`src/rtl/piso_serializer_pkg.sv`:
```
// Shared types and helpers for the serial encoder family.
// Used by the serializer and its bit counter, and available to a matching deserializer.
package piso_serializer_pkg;

    localparam int WORD_W = 8;

    typedef enum logic {
        ST_IDLE,
        ST_SHIFT
    } state_t;

    // Ceiling log2. Callers needing a 1-bit minimum apply it themselves.
    function automatic int clog2(input int value);
        int result;
        result = 0;
        for (int i = 0; i < 31; i++) begin
            if ((1 << i) < value) begin
                result = i + 1;
            end
        end
        return result;
    endfunction

endpackage

```
`src/rtl/piso_serializer_bit_counter.sv`:
```
// Saturating bit-position counter with a terminal flag at WIDTH-1.
// Clear takes priority over enable.
module piso_serializer_bit_counter
    import piso_serializer_pkg::*;
#(
    parameter int WIDTH = WORD_W
)
(
    input  logic clock,
    input  logic reset,
    input  logic i_clear,
    input  logic i_enable,
    output logic o_terminal
);

    localparam int CW = (clog2(WIDTH) < 1) ? 1 : clog2(WIDTH);
    localparam logic [CW-1:0] LAST = CW'(WIDTH - 1);

    logic [CW-1:0] r_count;

    // Stops at LAST so the count never wraps past the final bit.
    always_ff @(posedge clock) begin
        if (reset) begin
            r_count <= '0;
        end else if (i_clear) begin
            r_count <= '0;
        end else if (i_enable && (r_count != LAST)) begin
            r_count <= r_count + 1'b1;
        end
    end

    assign o_terminal = (r_count == LAST);

endmodule

```
`src/rtl/piso_serializer.sv`:
```
// Parallel-in/serial-out serializer with valid/ready input, bit-rate enable,
// framing strobes and a defined idle line level.
module piso_serializer
    import piso_serializer_pkg::*;
#(
    parameter int   WIDTH      = WORD_W,
    parameter bit   LSB_FIRST  = 1'b1,
    parameter logic IDLE_LEVEL = 1'b0
)
(
    input  logic             clock,
    input  logic             reset,
    input  logic [WIDTH-1:0] in_data,
    input  logic             in_valid,
    output logic             in_ready,
    input  logic             bit_tick,
    output logic             serial_out,
    output logic             serial_valid,
    output logic             frame_start,
    output logic             word_done
);

    state_t           r_state;
    logic [WIDTH-1:0] r_shift;
    logic             r_serialOut;
    logic             r_serialValid;
    logic             r_frameStart;
    logic             r_wordDone;

    logic [WIDTH-1:0] w_shifted;
    logic             w_firstBit;
    logic             w_nextBit;
    logic             w_terminal;
    logic             w_lastTick;
    logic             w_accept;

    // The ready window in SHIFT is the edge that retires the final bit.
    assign w_lastTick = (r_state == ST_SHIFT) && bit_tick && w_terminal;
    assign in_ready   = (r_state == ST_IDLE) || w_lastTick;
    assign w_accept   = in_valid && in_ready;

    always_comb begin
        w_shifted  = r_shift;
        w_firstBit = in_data[0];
        w_nextBit  = r_shift[0];
        if (LSB_FIRST) begin
            w_shifted  = r_shift >> 1;
            w_firstBit = in_data[0];
            w_nextBit  = w_shifted[0];
        end else begin
            w_shifted  = r_shift << 1;
            w_firstBit = in_data[WIDTH-1];
            w_nextBit  = w_shifted[WIDTH-1];
        end
    end

    piso_serializer_bit_counter #(
        .WIDTH (WIDTH)
    ) u_bitCounter (
        .clock      (clock),
        .reset      (reset),
        .i_clear    (w_accept || w_lastTick),
        .i_enable   ((r_state == ST_SHIFT) && bit_tick),
        .o_terminal (w_terminal)
    );

    // Without a tick, line and strobes hold; word_done is a pulse only.
    always_ff @(posedge clock) begin
        if (reset) begin
            r_state       <= ST_IDLE;
            r_shift       <= '0;
            r_serialOut   <= IDLE_LEVEL;
            r_serialValid <= 1'b0;
            r_frameStart  <= 1'b0;
            r_wordDone    <= 1'b0;
        end else begin
            r_wordDone <= 1'b0;
            case (r_state)
                ST_IDLE: begin
                    if (in_valid) begin
                        r_state       <= ST_SHIFT;
                        r_shift       <= in_data;
                        r_serialOut   <= w_firstBit;
                        r_serialValid <= 1'b1;
                        r_frameStart  <= 1'b1;
                    end
                end
                ST_SHIFT: begin
                    if (bit_tick) begin
                        if (w_terminal) begin
                            r_wordDone <= 1'b1;
                            if (in_valid) begin
                                r_shift       <= in_data;
                                r_serialOut   <= w_firstBit;
                                r_serialValid <= 1'b1;
                                r_frameStart  <= 1'b1;
                            end else begin
                                r_state       <= ST_IDLE;
                                r_shift       <= '0;
                                r_serialOut   <= IDLE_LEVEL;
                                r_serialValid <= 1'b0;
                                r_frameStart  <= 1'b0;
                            end
                        end else begin
                            r_shift      <= w_shifted;
                            r_serialOut  <= w_nextBit;
                            r_frameStart <= 1'b0;
                        end
                    end
                end
                default: begin
                    r_state <= ST_IDLE;
                end
            endcase
        end
    end

    assign serial_out   = r_serialOut;
    assign serial_valid = r_serialValid;
    assign frame_start  = r_frameStart;
    assign word_done    = r_wordDone;

endmodule

```
`config.mk`:
```
export PLATFORM = sky130hd
export DESIGN_NAME = piso_serializer
export DESIGN_NICKNAME = d
export VERILOG_FILES = /design/src/rtl/piso_serializer_pkg.sv /design/src/rtl/piso_serializer_bit_counter.sv /design/src/rtl/piso_serializer.sv
export SDC_FILE = /design/constraint.sdc
export NUM_CORES = 1
export LEC_CHECK = 0
export BUFFER_PORTS_ARGS = -buffer_cell sky130_fd_sc_hd__buf_2
export CAP_MARGIN = 15
export CELL_PAD_IN_SITES_DETAIL_PLACEMENT = 0
export CELL_PAD_IN_SITES_GLOBAL_PLACEMENT = 1
export CORE_MARGIN = 5
export CORE_UTILIZATION = 40
export CTS_BUF_LIST = sky130_fd_sc_hd__clkbuf_8
export CTS_CLUSTER_SIZE = 24
export DETAILED_ROUTE_END_ITERATION = 12
export PLACE_DENSITY_LB_ADDON = 0.08
export SETUP_SLACK_MARGIN = 0.5
export SYNTH_ARGS = -nofsm -noshare
export SYNTH_HDL_FRONTEND = slang
export SYNTH_SLANG_ARGS = --single-unit
```
`constraint.sdc`:
```
create_clock -name clock -period 2.2 [get_ports clock]
set_input_delay 0.33 -clock clock [delete_from_list [all_inputs] [get_ports clock]]
set_output_delay 0.33 -clock clock [all_outputs]
set_load 0.05 [all_outputs]
```
==> impl_metrics.py, run 1 <==
metrics = {
    "setup_path": {
        "critPathLaunchType": "flop",
        "r2r-end": "r_shift[5]",
        "end_kind": "primary output",
        "r2r_slack_ps": 640,
        "critical-path-max-stage-delay_ps": 320,
        "crit_path_max_fanout": 5,
        "crit_path_start": "u_bitCounter.r_count[0]",
        "worstSetupPathType": "reg2out",
        "rr_startpoint": "u_bitCounter.r_count[0]",
        "arrival_ps": 1310,
        "worst_r2r_path_depth": 5,
        "crit_chain": "ha_2 > ha_4 > a21bo_4 > buf_6",
        "crit_buf_inv": 1,
        "path_depth": 4,
        "cp_slowest_cell": "dfxtp_1",
        "cp.required_ps": 1870,
        "cp_top_family": "adder cells",
        "crit_end": "in_ready",
    },
    "placed_design": {
        "place_area_sq_um": 740.7,
        "io_buffers": 16,
        "place.gp.congestion": 0.6824,
    },
    "route": {
        "vias": 516,
        "totalWireLength_um": 1270,
        "ant_nets": 0,
        "drc": 0,
        "first_pass_iters": 4,
        "drt_iter0_drc": 11,
        "vias_per_cell": 5.265,
        "wl_per_cell_um": 12.96,
    },
    "global_routing": {
        "grt_pass1_wl_um": 2201,
        "overflow": 0,
        "grt_pass1_vias": 507,
        "grt_usage_pct": 11.06,
        "grt_max_degree": 14,
        "antenna_found_initial": 0,
    },
    "floorplan": {
        "die_area_sq_um": 2522,
        "initial_utilization_pct": 42.45,
        "die_y_um": 50.22,
        "io_pins": 17,
        "core_area_sq_um": 1524,
        "die_w_um": 50.22,
        "rows": 14,
    },
    "logic_synthesis": {
        "yosysWarningCount": 0,
        "synth_xor_area_share_pct": 1.354,
        "netlist_instances": 63,
        "avgSynthCellArea_sq_um": 10.27,
        "synthSimpleGateAreaFrac_pct": 22.82,
        "synthAdderAreaFrac_pct": 3.868,
        "synth-seq-cells": 15,
        "synth_largest_area_cell": "dfxtp_1",
        "yosysUniqueCellTypes": 22,
        "synth_area_leaders": "dfxtp_1 (46%), nor2b_1 (13%), a221o_1 (11%)",
        "seq_area_frac_synth_pct": 46.42,
        "synth_top_family_by_area": "simple AND/OR/NAND/NOR gates",
        "muxShareOfSynthArea_pct": 3.095,
        "synth_top_area_share_pct": 46.42,
        "syn_area_sq_um": 646.9,
        "synth_compound_area_share_pct": 18.96,
        "syn_nets": 77,
    },
    "clock_network": {
        "cts_tree": "built",
        "clk_latency_ps": 240,
        "clockRootBuffer": "clkbuf_8",
        "htree_levels": 1,
        "cts_buffers": 3,
        "cts.path.max_buffers": 2,
        "clk_pin_slew_worst_paths_ps": 60,
        "clock_sinks": 15,
    },
    "job": {
        "max_cap_viol_count": 0,
    },
    "sta": {
        "finalHoldViolCount": 0,
        "tightest_slew_ps": 308.6,
        "max_freq_mhz": 608.6,
        "setup_viol": 0,
        "whs_ps": 310.9,
        "maxSlewViolCount": 0,
        "rsz0062_at_grt": "false",
        "min_period_over_period_pct": 74.69,
        "setup-tns-final_ps": 0,
        "slew_headroom_pct": 79.43,
        "fin_crit_ps": 1643,
        "finClkSkew_ps": 0.7158,
    },
    "layout": {
        "multiInputGateArea_sq_um": 345.3,
        "n_fill_cell": 155,
        "areaGrowthSynthToFinish_pct": 25.53,
        "antenna_cells": 0,
        "drive_gt1_share_pct": 29.27,
        "final_cell_area_sq_um": 812.0,
        "nNetsFinal": 97,
        "seqCellArea_sq_um": 300.3,
    },
    "outcome": {
        "status": "completed",
    },
    "pwr": {
        "power_density_nw_per_um2": 730.0,
        "vdd_drop_max_v": 0.0004145,
        "power_leakage_nw": 0.3554,
        "p_total_mw": 0.5928,
    },
    "hold_path": {
        "hp-class": "in2reg",
    },
}
## layout by cell type, fill, tap and decap left out, types with 2 or more instances in the layout
cell type	netlist	layout
clkbuf_8	0	3
dfxtp_1	15	15
buf_2	0	15
nor3b_1	2	2
nor2b_1	13	13
nor2_1	5	5
inv_1	2	3
mux2i_1	2	2
a221o_1	7	7
a21oi_1	2	2
## area by class of cell
class	instances	share of cell area [%]
multi-input cells	44	42.53
flip-flops and latches	15	36.98
repair buffers	17	11.56
clock buffers	3	5.085
well taps	16	2.465
inverters	2	0.9245
clock inverters	1	0.4622
## state kept, by name, summed over array words and instances, names as in the netlist
signal / count
serial_valid: 1
r_shift: 7
u_bitCounter.r_count: 3
word_done: 1
r_state: 1
serial_out: 1
frame_start: 1
## Yosys cell counts (all sizes together)
cell,number
dfxtp,15
nor2b,13
a221o,7
nor2,5
a21oi,2
ha,2
inv,2
mux2i,2
nor3b,2
a21bo,1
a22oi,1
a32o,1
and3,1
buf,1
clkbuf,1
nand2,1
nand3,1
nand3b,1
nor3,1
o211ai,1
o21a,1
xor2,1
## power by group
part	leakage, nW	switching [mW]	internal [mW]	total [mW]
logic	0.205	0.0514	0.0364	0.0878
clock network	0.0269	0.0891	0.123	0.212
registers	0.123	0.00598	0.287	0.293
## layer usage
| metal | vias to the layer above | wire length (um) | track usage [%] |
|---|---|---|---|
| met1 | 235 | 632 | 15.19 |
| met5 | - | 0 | 0 |
| li1 | 267 | - | - |
| met2 | 12 | 546 | 15.90 |
| met3 | 2 | 79 | 3.846 |
| met4 | 0 | 12 | 3.930 |
## kinds of logic after synthesis
| kind of cell | Yosys count |
|---|---|
| compound gates | 14 |
| xor+xnor | 1 |
| fa+ha+maj | 2 |
| buf+inv | 4 |
| flops | 15 |
| mux | 2 |
| simple gates | 25 |
## through the flow
step,setup slack (ps),utilization [%],std cells
floorplan,512.9,-,63
global placement,624.6,48.60,93
detailed placement,560.2,48.60,93
CTS,513.6,51.97,97
global route,512.2,53.28,98
finish,556.8,53.28,98
## timing repair
action                                 CTS  global route
endpoints found under the hold margin    0             0
setup endpoints to repair                1             6
resized for setup                        2             2
hold buffers                             0             0
setup buffers                            0             1
pin swaps                                0             0
## worst min-delay path by stage
| stage | from | endpoint | slack, ps | depth (start not counted) |
|---|---|---|---|---|
| 2_1_floorplan | in_data[7] | r_shift[7] | 460 | 1 |
| 3_5_place_dp | frame_start | frame_start | 490 | 2 |
| 3_3_place_gp | frame_start | frame_start | 480 | 2 |
| 4_1_cts | in_data[1] | r_shift[1] | 310 | 2 |
| 5_1_grt | in_data[7] | r_shift[7] | 310 | 2 |
| 6_report | in_data[1] | r_shift[1] | 310 | 2 |
No activity file was read; power rests on OpenSTA's default activity.
==> run 2, diff against run 1 <==
- CORE_UTILIZATION: 40 -> 36
- clock period: 2.2 -> 1.45 ns (I/O delays scaled with it)
==> run 2 against run 1 <==
The run now ends with setup timing left. Global-route usage up 2.7 points. Total power up 63%. Clock skew up 2.1 ps. Sequential share of layout area down 6.3 points. First-iteration DRC count down 64%. Register-to-register slack worse by 720 ps. Clock power up 55%. Sequential power up 53%. Via count up 11%. Critical path depth up 1. Critical path type unchanged. Largest cell class unchanged. Highest routed layer unchanged.
==> impl_metrics.py, run 2 (same netlist as run 1, synthesis figures left out) <==
metrics = {
    "outcome": {
        "status": "finished, violations left",
        "violations": "setup timing",
    },
    "route": {
        "first_pass_iters": 4,
        "totalWireLength_um": 1596,
        "drt_iter0_drc": 4,
        "wl_per_cell_um": 13.64,
        "vias": 571,
        "vias_per_cell": 4.880,
        "drc": 0,
        "ant_nets": 0,
    },
    "layout": {
        "final_cell_area_sq_um": 1005,
        "drive_gt1_share_pct": 52.17,
        "nNetsFinal": 107,
        "multiInputGateArea_sq_um": 385.4,
        "mostFrequentLayoutCells": "buf_2 (11), nor2b_1 (10), dfxtp_1 (9)",
        "n_fill_cell": 169,
        "largest_reg_flops": 7,
        "antenna_cells": 0,
        "final_common_cell": "buf_2",
        "seqCellArea_sq_um": 307.8,
        "postLayoutCoreUtil_pct": 58.19,
        "areaGrowthSynthToFinish_pct": 55.32,
        "largest_register": "r_shift",
        "largest_registers": "r_shift x7, u_bitCounter.r_count x3",
    },
    "clock_network": {
        "htree_levels": 1,
        "cts_tree": "built",
        "clk_latency_ps": 240,
        "cts.path.max_buffers": 2,
        "clockRootBuffer": "clkbuf_8",
        "cts_buffers": 3,
        "clock_sinks": 15,
        "clk_pin_slew_worst_paths_ps": 60,
    },
    "hold_path": {
        "holdPathEnd": "r_shift[7]",
        "min_delay_path_depth": 2,
        "hold_start": "in_data[7]",
        "hp-class": "in2reg",
    },
    "setup_path": {
        "cp.required_ps": 1230,
        "critPathLaunchType": "flop",
        "end_kind": "primary output",
        "rr_startpoint": "u_bitCounter.r_count[0]",
        "arrival_ps": 1350,
        "worstSetupPathType": "reg2out",
        "r2r_slack_ps": -80,
        "crit_path_max_fanout": 2,
        "r2r-end": "frame_start",
        "worst_r2r_path_depth": 8,
    },
    "sta": {
        "rsz0062_at_grt": "true",
        "setup_slack_ps": -119.2,
        "finClkSkew_ps": 2.804,
        "tightest_slew_ps": 309.9,
        "max_freq_mhz": 637.3,
        "slew_headroom_pct": 79.34,
        "fin_crit_ps": 1569,
        "maxSlewViolCount": 0,
        "setup-tns-final_ps": -333.1,
        "finalHoldViolCount": 0,
        "min_period_over_period_pct": 108.2,
        "setup_viol": 8,
    },
    "floorplan": {
        "die_y_um": 52.39,
        "io_pins": 17,
        "die_area_sq_um": 2745,
        "die_w_um": 52.39,
        "core_area_sq_um": 1727,
        "rows": 15,
        "initial_utilization_pct": 37.46,
    },
    "global_routing": {
        "grt_max_degree": 9,
        "grt_usage_pct": 13.79,
        "grt_pass1_wl_um": 2732,
        "antenna_found_initial": 0,
        "grt_pass1_vias": 620,
        "overflow": 0,
    },
    "pwr": {
        "vdd_drop_max_v": 0.0005846,
        "power_density_nw_per_um2": 960.8,
        "power_leakage_nw": 0.4254,
        "p_total_mw": 0.9653,
    },
    "placed_design": {
        "pre_cts_ws_ps": -19.86,
        "place.gp.congestion": 0.7222,
        "io_buffers": 16,
        "place_area_sq_um": 814.5,
        "hpwl_um": 1062,
    },
    "job": {
        "max_cap_viol_count": 0,
    },
}
run 2: how the worst max path moves through the flow:
stage                                       start    endpoint  slack (ps)
final                     u_bitCounter.r_count[0]    in_ready        -120
after global routing      u_bitCounter.r_count[1]    in_ready        -170
after CTS                 u_bitCounter.r_count[1]    in_ready        -130
after detailed placement  u_bitCounter.r_count[1]  r_shift[6]         -20
after global placement    u_bitCounter.r_count[1]  r_shift[2]           8
after floorplan           u_bitCounter.r_count[0]  r_shift[6]        -160
run 2: metrics by stage:
step,hold slack [ps],instances
after floorplan,339.6,63
after global placement,435.8,107
after detailed placement,439.0,107
after CTS,187.3,115
after global routing,200.6,117
final,187.2,117
run 2: worst max-delay path, cell delays in order, from the launching register on:
cell,delay (ps)
dfxtp_2,330
ha_4,160
ha_4,150
a21bo_4,210
buf_6,110
buf_8,140
run 2: power by group:
part / leakage [nW] / switching (mW) / total, mW / internal, mW
Combinational: 0.273 / 0.0912 / 0.187 / 0.0956
Clock: 0.0269 / 0.142 / 0.329 / 0.187
Sequential: 0.125 / 0.0124 / 0.449 / 0.437
Total: 0.425 / 0.246 / 0.965 / 0.720
run 2: area by class of cell:
cell class                 instances  area share [%]
tap                               25           3.113
timing repair buffer              27           22.67
clock buffer                       3           4.110
inverter                           2          0.7472
clock inverter                     1          0.3736
multi-input combinational         44           38.36
sequential                        15           30.64
run 2: repair_timing:
| item | 4_1_cts | 5_1_grt |
|---|---|---|
| resized for setup | 23 | 8 |
| setup buffers | 4 | 2 |
| hold buffers | 0 | 0 |
| endpoints found under the setup margin | 19 | 20 |
| pin swaps | 8 | 3 |
run 2: per-layer routing:
layer	wire (um)	share of wire, %	GRT usage (%)
met3	69	4.3	2.564
met2	810	51	23.55
met1	698	44	15.92
met5	0	0	0
met4	17	1.1	7.660
==> run 3, diff against run 2 <==
- SETUP_SLACK_MARGIN: 0.5 -> 0.3
==> run 3 against run 2 <==
The run still ends with setup timing left. Combinational power down 13%. Global-route usage is 0.78 points lower. Cell area down 7.2%. Clock power about the same. Critical endpoint unchanged. Largest cell class unchanged. Largest power group unchanged.
==> impl_metrics.py, run 3 (same netlist as run 1, synthesis figures left out) <==
metrics = {
    "outcome": {
        "status": "finished, violations left",
        "violations": "setup timing",
    },
    "sta": {
        "slew_headroom_pct": 79.36,
        "tightest_slew_ps": 309.7,
        "setup-tns-final_ps": -274.4,
        "min_period_over_period_pct": 108.2,
        "finClkSkew_ps": 3.313,
        "rsz0062_at_grt": "true",
        "fin_crit_ps": 1569,
        "setup_viol": 8,
        "max_freq_mhz": 637.5,
        "finalHoldViolCount": 0,
        "setup_slack_ps": -118.6,
        "maxSlewViolCount": 0,
    },
    "setup_path": {
        "arrival_ps": 1350,
        "worstSetupPathType": "reg2out",
        "cp.required_ps": 1230,
        "crit_path_max_fanout": 2,
        "critPathLaunchType": "flop",
        "end_kind": "primary output",
    },
    "route": {
        "totalWireLength_um": 1497,
        "vias_per_cell": 4.842,
        "drc": 0,
        "first_pass_iters": 4,
        "wl_per_cell_um": 13.13,
        "drt_iter0_drc": 4,
        "vias": 552,
        "ant_nets": 0,
    },
    "hold_path": {
        "hp-class": "in2reg",
    },
    "pwr": {
        "vdd_drop_max_v": 0.0005799,
        "power_density_nw_per_um2": 1006,
        "power_leakage_nw": 0.3995,
    },
    "layout": {
        "stdcell_count": 114,
        "largest_registers": "r_shift x7, u_bitCounter.r_count x3",
        "areaGrowthSynthToFinish_pct": 44.10,
        "largest_reg_flops": 7,
        "drive_gt1_share_pct": 44.94,
        "nNetsFinal": 104,
        "final_common_cell": "buf_2",
        "postLayoutCoreUtil_pct": 53.99,
        "antenna_cells": 0,
        "mostFrequentLayoutCells": "buf_2 (15), dfxtp_1 (13), nor2b_1 (10)",
        "largest_register": "r_shift",
        "n_fill_cell": 184,
    },
    "clock_network": {
        "clk_latency_ps": 240,
        "cts_buffers": 3,
        "htree_levels": 1,
        "clk_pin_slew_worst_paths_ps": 60,
        "cts_tree": "built",
        "cts.path.max_buffers": 2,
        "clockRootBuffer": "clkbuf_8",
        "clock_sinks": 15,
    },
    "job": {
        "max_cap_viol_count": 0,
    },
    "global_routing": {
        "grt_max_degree": 9,
        "grt_usage_pct": 13.01,
        "overflow": 0,
        "grt_pass1_wl_um": 2580,
        "antenna_found_initial": 0,
        "grt_pass1_vias": 575,
    },
    "floorplan": {
        "die_w_um": 52.39,
        "core_area_sq_um": 1727,
        "initial_utilization_pct": 37.46,
        "die_area_sq_um": 2745,
        "io_pins": 17,
        "die_y_um": 52.39,
        "rows": 15,
    },
    "placed_design": {
        "hpwl_um": 1062,
        "io_buffers": 16,
        "place.gp.congestion": 0.7222,
        "placed_cells": 107,
    },
}
-- run 3: path summary, 6_finish.rpt --
check | end | cells past startpoint | slack, ps | from
setup reg to reg | frame_start | 8 | -50 | u_bitCounter.r_count[0]
hold / removal | r_shift[7] | 2 | 190 | in_data[7]
setup / recovery | in_ready | 5 | -120 | u_bitCounter.r_count[0]
hold reg to reg | r_shift[7] | 1 | 500 | r_shift[7]
-- run 3: per-layer routing --
layer | vias to the layer above | track usage (%) | share of wire [%]
li1 | 279 | - | -
met2 | 11 | 20.87 | 47
met5 | - | 0 | 0
met1 | 260 | 15.72 | 45
met3 | 2 | 2.849 | 6.1
met4 | 0 | 7.660 | 1.1
-- run 3: repair_timing --
item,4_1_cts,5_1_grt
setup buffers,2,1
pin swaps,8,2
endpoints found under the hold margin,0,0
gates resized for setup,9,5
hold buffers,0,0
endpoints found under the setup margin,15,15
-- run 3: worst max-delay path, cell delays in order (launching register included) --
cell and delay [ps]:
dfxtp_2 330, ha_4 160, ha_4 150, a21bo_4 210, buf_6 110, buf_8 140
-- run 3: report_power, final --
group | leakage [nW] | switching, mW | internal, mW
Clock | 0.0269 | 0.142 | 0.187
Combinational | 0.249 | 0.0867 | 0.0759
Sequential | 0.124 | 0.0105 | 0.436
-- run 3: cell type report --
class / instances / area [sq um] / area share, %
inverter: 2 / 7.507 / 0.8054
sequential: 15 / 302.8 / 32.48
tap: 25 / 31.28 / 3.356
clock inverter: 1 / 3.754 / 0.4027
timing repair buffer: 24 / 165.2 / 17.72
multi-input combinational: 44 / 380.4 / 40.81
clock buffer: 3 / 41.29 / 4.430
-- run 3: stage by stage --
stage / hold slack [ps] / cell area (sq um) / setup WS (ps) / power [mW]
final: 186.6 / 932.1 / -118.6 / 0.9382
after global routing: 201.8 / 932.1 / -164.1 / 0.9888
after detailed placement: 439.0 / 814.5 / -19.86 / 0.5951
after floorplan: 339.6 / 680.7 / -156.6 / 0.5466
after global placement: 435.8 / 814.5 / 7.525 / 0.5941
after CTS: 187.3 / 909.6 / -129.3 / 0.9427
